[config.mk]
export PLATFORM = sky130hd
export DESIGN_NAME = imem_uart_loader
export DESIGN_NICKNAME = d
export VERILOG_FILES = /design/src/rtl/imem_uart_loader.sv
export SDC_FILE = /design/constraint.sdc
export NUM_CORES = 1
export LEC_CHECK = 0
export BUFFER_PORTS_ARGS = -buffer_cell sky130_fd_sc_hd__buf_4
export CAP_MARGIN = 40
export CORE_ASPECT_RATIO = 1.25
export CORE_MARGIN = 10
export CORE_UTILIZATION = 40
export CTS_CLUSTER_SIZE = 25
export DETAILED_ROUTE_END_ITERATION = 10
export HOLD_SLACK_MARGIN = 0.06
export PLACE_DENSITY = 0.56
export RECOVER_POWER = 50
export SYNTH_ARGS = -nofsm -noshare
export SYNTH_HDL_FRONTEND = slang
export SYNTH_SLANG_ARGS = --single-unit
[constraint.sdc]
create_clock -name clk -period 3.16 [get_ports clk]
set_input_delay 0.158 -clock clk [delete_from_list [all_inputs] [get_ports clk]]
set_output_delay 0.158 -clock clk [all_outputs]
set_load 0.02 [all_outputs]
[src/rtl/imem_uart_loader.sv]
// Boot-image loader: packs UART bytes into little-endian words and writes them
// sequentially to memory, holding the core in reset until the image is complete.
module imem_uart_loader #(
  parameter int unsigned       ADDR_W    = 32,
  parameter logic [ADDR_W-1:0] BASE_ADDR = ADDR_W'(32'h1000_0000),
  parameter int unsigned       NUM_BYTES = 256
) (
  input  logic                           clk,
  input  logic                           reset_n,
  input  logic                           start,
  input  logic [7:0]                     rx_data,
  input  logic                           rx_valid,
  output logic                           mem_we,
  output logic [ADDR_W-1:0]              mem_addr,
  output logic [31:0]                    mem_wdata,
  input  logic                           mem_ready,
  output logic                           cpu_hold,
  output logic                           busy,
  output logic                           done,
  output logic                           overrun,
  output logic [$clog2(NUM_BYTES+1)-1:0] byte_cnt
);

  localparam int unsigned CNT_W = $clog2(NUM_BYTES + 1);

  typedef enum logic [1:0] {
    S_IDLE = 2'd0,
    S_LOAD = 2'd1,
    S_DONE = 2'd2
  } state_t;

  state_t              r_state;
  logic [31:0]         r_asm;
  logic [1:0]          r_lane;
  logic [ADDR_W-1:0]   r_ptr;
  logic                r_last_pend;

  logic                w_accept;
  logic                w_take;
  logic [31:0]         w_word;

  assign w_accept = mem_we && mem_ready;
  // Bytes beyond the image length are dropped so byte_cnt saturates
  assign w_take   = rx_valid && (byte_cnt < CNT_W'(NUM_BYTES));

  always_comb begin
    w_word = r_asm;
    w_word[{r_lane, 3'b000} +: 8] = rx_data;
  end

  always_ff @(posedge clk or negedge reset_n) begin
    if (!reset_n) begin
      r_state     <= S_IDLE;
      mem_we      <= 1'b0;
      mem_addr    <= BASE_ADDR;
      mem_wdata   <= 32'd0;
      cpu_hold    <= 1'b1;
      busy        <= 1'b0;
      done        <= 1'b0;
      overrun     <= 1'b0;
      byte_cnt    <= '0;
      r_asm       <= 32'd0;
      r_lane      <= 2'd0;
      r_ptr       <= BASE_ADDR;
      r_last_pend <= 1'b0;
    end else begin
      case (r_state)
        S_IDLE, S_DONE: begin
          if (start) begin
            r_state     <= S_LOAD;
            byte_cnt    <= '0;
            r_lane      <= 2'd0;
            r_asm       <= 32'd0;
            done        <= 1'b0;
            overrun     <= 1'b0;
            r_ptr       <= BASE_ADDR;
            busy        <= 1'b1;
            cpu_hold    <= 1'b1;
            r_last_pend <= 1'b0;
          end
        end
        S_LOAD: begin
          if (w_accept) begin
            mem_we <= 1'b0;
            r_ptr  <= r_ptr + ADDR_W'(4);
            if (r_last_pend) begin
              r_state  <= S_DONE;
              done     <= 1'b1;
              busy     <= 1'b0;
              cpu_hold <= 1'b0;
            end
          end
          if (w_take) begin
            r_asm    <= w_word;
            r_lane   <= r_lane + 2'd1;
            byte_cnt <= byte_cnt + CNT_W'(1);
            // A completed word issues only if the write slot is free this cycle
            if (r_lane == 2'd3) begin
              if (!mem_we || w_accept) begin
                mem_we      <= 1'b1;
                mem_wdata   <= w_word;
                mem_addr    <= w_accept ? (r_ptr + ADDR_W'(4)) : r_ptr;
                r_last_pend <= (byte_cnt == CNT_W'(NUM_BYTES - 1));
              end else begin
                overrun <= 1'b1;
              end
            end
          end
        end
        default: r_state <= S_IDLE;
      endcase
    end
  end

endmodule

# ---- Word level (Yosys, flattened, before mapping)
# Cells that the tools add are included.
dict set report totals {
  output_inout_bits 78
  elab_cells 82
  input_bits 13
  ff_bits 147
}
dict set report op_classes {
  shifts 2
  magnitude_cmp 1
  eq_ne 11
  n_reduce_logical 14
  add_sub_neg 4
  muxes 37
}
# op count
set op_table {}
lappend op_table {{2-to-1 mux 32 bit} 4}
lappend op_table {{one-hot mux 32 bit (2 select lines)} 2}
lappend op_table {{adder 32 x 3 -> 32 bit, second input constant} 1}
lappend op_table {{bitwise mux 32 bit} 1}
lappend op_table {{variable shift 8 x 7 -> 32 bit, first input constant} 1}
lappend op_table {{indexed part select 8 x 7 -> 32 bit} 1}
lappend op_table {{2-to-1 mux 9 bit} 2}
lappend op_table {{one-hot mux 9 bit (2 select lines)} 1}
lappend op_table {{2-to-1 mux 1 bit} 16}
lappend op_table {{!= test 2 bit, second input constant} 7}
lappend op_table {{2-to-1 mux 2 bit} 5}
lappend op_table {{AND reduction 5 bit} 2}
lappend op_table {{adder 9 x 1 -> 9 bit, second input constant} 1}
lappend op_table {{equality test 9 x 8 -> 1 bit, second input constant} 1}
lappend op_table {{less-than comparator 9 bit, second input constant} 1}
lappend op_table {{one-hot mux 1 bit (2 select lines)} 4}
lappend op_table {{one-hot mux 2 bit (2 select lines)} 2}
lappend op_table {{AND reduction 4 bit} 2}
lappend op_table {{negation 5 -> 7 bit} 1}
lappend op_table {{AND reduction 3 bit} 2}
lappend op_table {{equality test 2 bit, second input constant} 2}
lappend op_table {{adder 2 x 1 -> 2 bit, second input constant} 1}
lappend op_table {{equality test 2 x 1 -> 1 bit, second input constant} 1}
lappend op_table {{logical AND 1 bit} 2}
lappend op_table {{6 further kinds} 6}

# ---- Longest topological paths before layout
dict set report logic_depth {
  depth_word 6
  depth_mapped 8
  mapped_depth_nobuf 7
}

# ---- Worst setup path after synthesis
# Ideal clock, no wire load.
dict set report synth_timing {
  path_kind {reg-to-reg}
  startpoint {register r_lane[0]}
  endpoint {register r_asm[0]}
  setup_time_ps 67
  path_stages_with_launch 9
  path_slack_ps 1124
  period_less_slack_ps 2036
  arrival_time_ps 1969
  path_cell_list {dfrtp_1 -> inv_1 -> ha_1 -> clkbuf_1 -> nor4bb_1 -> clkbuf_1 -> and2_1 -> buf_2 -> a22o_1}
}
dict set report synth_via {
  elab_chain_len 5
  word_cells_on_any_way 6
}
# element line_no
set synth_rtl {}
lappend synth_rtl {{start: declaration} 34} ;# logic [1:0] r_lane;
lappend synth_rtl {{start signal: assignment} 95} ;# r_lane <= r_lane + 2'd1;
lappend synth_rtl {{negation 5 -> 7 bit (*)} 48} ;# w_word[{r_lane, 3'b000} +: 8] = rx_data;
lappend synth_rtl {{indexed part select 8 x 7 -> 32 bit or variable shift 8 x 7 -> 32 bit (tied branches)} 48}
lappend synth_rtl {{bitwise mux 32 bit (*)} 48}
lappend synth_rtl {{2-to-1 mux 32 bit (*)} 93} ;# if (w_take) begin
lappend synth_rtl {{one-hot mux 32 bit (2 select lines) (*)} 67} ;# case (r_state)
lappend synth_rtl {{end signal: assignment} 94} ;# r_asm <= w_word;
lappend synth_rtl {{end: declaration} 33} ;# logic [31:0] r_asm;
# Every way passes the cells marked *; elsewhere a longest branch is shown, timed or not. The select of a mux whose other input is x is not followed.
# A chain may end at the register's enable or synchronous reset.

# ---- Final worst setup path
dict set report layout_timing {
  startpoint {register r_lane[0]}
  endpoint {register r_asm[22]}
}
# The elaborated chain is that of the path after synthesis.

==> impl.org <==
** Placed design
- Prior to clock tree synthesis, the placed netlist has a worst setup slack of 857 ps.
- Buffers added on ports :: approximately 90
- The congestion estimate from routability-driven global placement came to 0.804.
- Placed wire-length estimate :: between 10 and 15 mm

** Timing
- Final clock skew :: 6.14 ps
- Tcrit/Tclk final :: around 73%
- Final setup fails :: 0
- Slew Viols, Final :: between 70 and 80
- Headroom to the max-slew limit came out at -25.4%.
- At the pin with the least slew margin, the transition time is about 1900 ps.
- Final worst setup slack :: around 860 ps
- Max Clock Freq :: around 0.44 GHz
- Adding up every negative setup slack in the final design gives 0 ps.
- After layout, the minimum clock period comes to 2300 ps.
- The total count of hold-check failures in the final report came to 0.
- Unrepaired setup endpoints after global routing :: false

** Yosys
- Post-synthesis cell type count :: 43
- Number of synthesized flops with an enable pin :: 0
- Mean post-synth cell area :: about 9.7 sq um
- The top cell type by area accounts for roughly 52% of the synthesized area.
- Commonest cells post-synth :: dfrtp_1 (140), nand2_1 (111), o21ai_0 (88)
- After synthesis the netlist holds a flip-flop and latch count of 143.
- In the synthesized netlist, the number of instances is approximately 700.
- Yosys instantiated no cell more often than dfrtp_1.
- For this run, the register share of the synthesized area comes to a little over half.
- Of all flip-flops after synthesis, the portion carrying an async set or reset was 100%.
- Ys flop type :: dfrtp_1
- The biggest area contributor in the post-synthesis netlist is dfrtp_1.
- Number of warnings reported in the yosys synthesis log :: 0
- Cells taking the most area after synthesis :: dfrtp_1 (52%), o21ai_0 (6.5%), nand2_1 (6.2%)
- Netlist area before placement :: around 0.0068 sq mm

** Layout
- P&R area growth vs syn :: 18.9%
- Antenna cell count :: 0
- Final Net Count :: 797
- Fraction of final layout cells sized beyond drive strength 1 :: under 10%
- After filler insertion, the fill cell instance count of the layout stands at ~1700.

** Route
- Number of remaining DRC errors :: 0
- The routed design uses 806 um of met3 wire.
- Routed length on met1 :: around 7 mm
- Remaining antenna violation count :: 0
- For this block, the initial DRC count from the detailed router was between 300 and 400.
- Pre-antenna DRT Iters :: 5
- Using the TritonRoute via totals, the vias-per-cell ratio works out to roughly 5.3.
- Detail-routed net length per standard cell :: 16.8 um
- Max layer used :: met4
- Vias post-DR :: about 5400
- The routed design uses 8.76 mm of met2 wire.
- Wires add up to 16.9 mm.

** Setup path
- Critical path required time :: between 3000 and 4000 ps
- The worst register-to-register path ends at r_asm[22].
- Cell count of the worst reg-to-reg path :: 6
- The worst setup path is captured at a register.
- Maximum single-stage delay on the critical path :: 660 ps
- Reg-to-Reg Start :: r_lane[0]
- Worst reg-to-reg setup slack :: 860 ps
- Capturing instance or port of the critical path :: r_asm[22]
- STA classifies the critical path startpoint as a register.
- For the worst setup path, the data arrival time is 2660 ps.
- Grouping stages by cell kind, the critical path spends the most delay in simple AND/OR/NAND/NOR gates.
- The critical path runs through a total of 6 cells.
- The number of buffers and inverters on the critical path is 1.
- CP max FO :: 11
- The critical path is of the reg -> reg type.
- In this run the worst setup path begins at r_lane[0].
- CP max-delay cell :: nor3_1
- Walking the worst path, the cells encountered are inv_1 -> ha_1 -> nor2_1 -> nand3_1 -> nor3_1 -> a22o_1.

** GRT
- The number of antenna violations at the first check in global routing came to 0.
- Via count of the first global-routing pass :: 5305
- Total Routing Usage GR :: roughly 16%
- Wire length of the first global-routing pass :: 28.0 mm
- Maximum number of pins on one net before global-route repair :: 76
- GR Overflow Total :: 0

** Run status
- Result of the run :: finished with violations
- The final reports fail on capacitance limit, slew limit.

** CTS
- Buffers inserted during clock tree synthesis total 17.
- Max clock buf depth :: 2
- After clock tree synthesis, the setup repair step added 0 buffers.
- TritonCTS clock tree :: built
- The tree is rooted in a clkbuf_16.
- Clock latency reported for the late side of the worst-skew pair :: between 400 and 500 ps
- The H-tree generated during clock tree synthesis spans 4 levels.
- Clock-pin slew was measured on the worst setup and hold paths at about 60 ps.
- Number of clock sinks :: 143

** Power and ir drop
- Worst supply voltage drop on vdd :: approximately 0.32 mV
- The analysis attributes to cell leakage a power of 3.55 nW.
- Power density over the cells :: roughly 660 mW/mm^2

** Flow run
- The tool flagged a number of max-cap violations equal to 1.

** Floorplanning
- Horizontal die dimension :: about 140 um
- The core region is ~0.017 sq mm.
- The floorplan step defined a die boundary enclosing 0.0225 sq mm.
- Starting utilization of the core area :: 40.4%
- Vertical extent of the die :: 165 um
- In this run the core area contains between 50 and 60 standard-cell rows.
- I/O pin count :: about 90

** Min path
- Type of the worst min-delay path :: in -> reg
metrics by stage:
step	area [sq um]	cells	power [W]	utilization [%]	hold slack (ps)
2_1_floorplan	6760	700	0.00288	-	-138
3_3_place_gp	7600	966	0.00327	45.5	230
3_5_place_dp	7600	966	0.00330	45.5	235
4_1_cts	8330	1008	0.00545	49.8	60.6
5_1_grt	8030	1008	0.00556	48.1	96.7
6_report	8030	1008	0.00529	48.1	70.7
per-layer routing:
metal / global-route usage (%) / vias to the layer above
met2: 27.1 / 120
li1: - / 2610
met5: 0 / -
met4: 6.45 / 0
met3: 3.96 / 27
met1: 18.2 / 2602
cells in the final DEF (no fill, tap or decap), drive strengths merged, types with 4 or more instances in the layout:
cell type    Yosys  layout
clkinv           0       6
o22ai            5       5
nor2b           34      34
dfrtp          140     140
nand2b           4       4
o31ai           11      11
nand2          111     111
ha               9       9
dlygate4sd3      0      10
bufinv           0       4
nand3           13      13
a31oi           11      11
o21ai           91      91
nor2            22      22
a21oi           55      55
nor3             7       7
and3             6       6
xnor2           10      10
clkbuf          37      95
and2             6       6
inv             12      13
xor2            23      23
buf             13      19
a22o            33      33
nand4           17      17
nor4             6       6
cells by family (layout without fill, tap and decap cells):
group	Yosys count	count (layout)	synth area share [%]
XOR/XNOR	33	33	4.28
flip-flops	143	143	53.0
AND/OR/NAND/NOR	234	234	18.0
buffers and inverters	62	150	3.70
multiplexers	2	2	0.296
AO/OA/AOI/OAI	215	215	19.0
adder cells (fa/ha/maj)	9	9	1.67
other	1	2	0.0555
repair_timing:
item                                   in CTS  in global routing
hold buffers                               10                  0
endpoints found under the hold margin      88                  0
gates resized for setup                     0                  0
cell type report:
cell class	instances	area [sq um]	area share [%]
multi-input cells	495	2950	36.7
flip-flops and latches	143	3580	44.6
repair buffers	106	558	6.95
clock buffers	18	439	5.47
inverters	12	45.0	0.561
clock inverters	14	189	2.35
well taps	220	275	3.43
power breakdown:
part | internal (W) | switching [W]
sequential | 0.00207 | 0.000176
combinational | 0.000338 | 0.000581
clock | 0.00134 | 0.000783
how the worst min path moves through the flow:
stage | from | depth (start not counted) | endpoint
after global routing | mem_ready | 3 | mem_we
after detailed placement | reset_n | 1 | mem_wdata[22]
after global placement | reset_n | 1 | mem_wdata[23]
after floorplan | reset_n | 0 | busy
after CTS | mem_ready | 3 | mem_we
final | mem_ready | 3 | mem_we
flip-flops by register name, summed over array words and instances, names as in the netlist:
signal / cells
mem_wdata: 32
r_asm: 32
mem_addr: 30
r_ptr: 30
byte_cnt: 9
r_lane: 2
r_state: 2
busy: 1
cpu_hold: 1
done: 1
mem_we: 1
overrun: 1
r_last_pend: 1
tightest hold or removal path: stages:
cell and delay (ps):
buf_4 130, nand2_1 50, a22o_1 110
(Power assumes the default switching activity.)
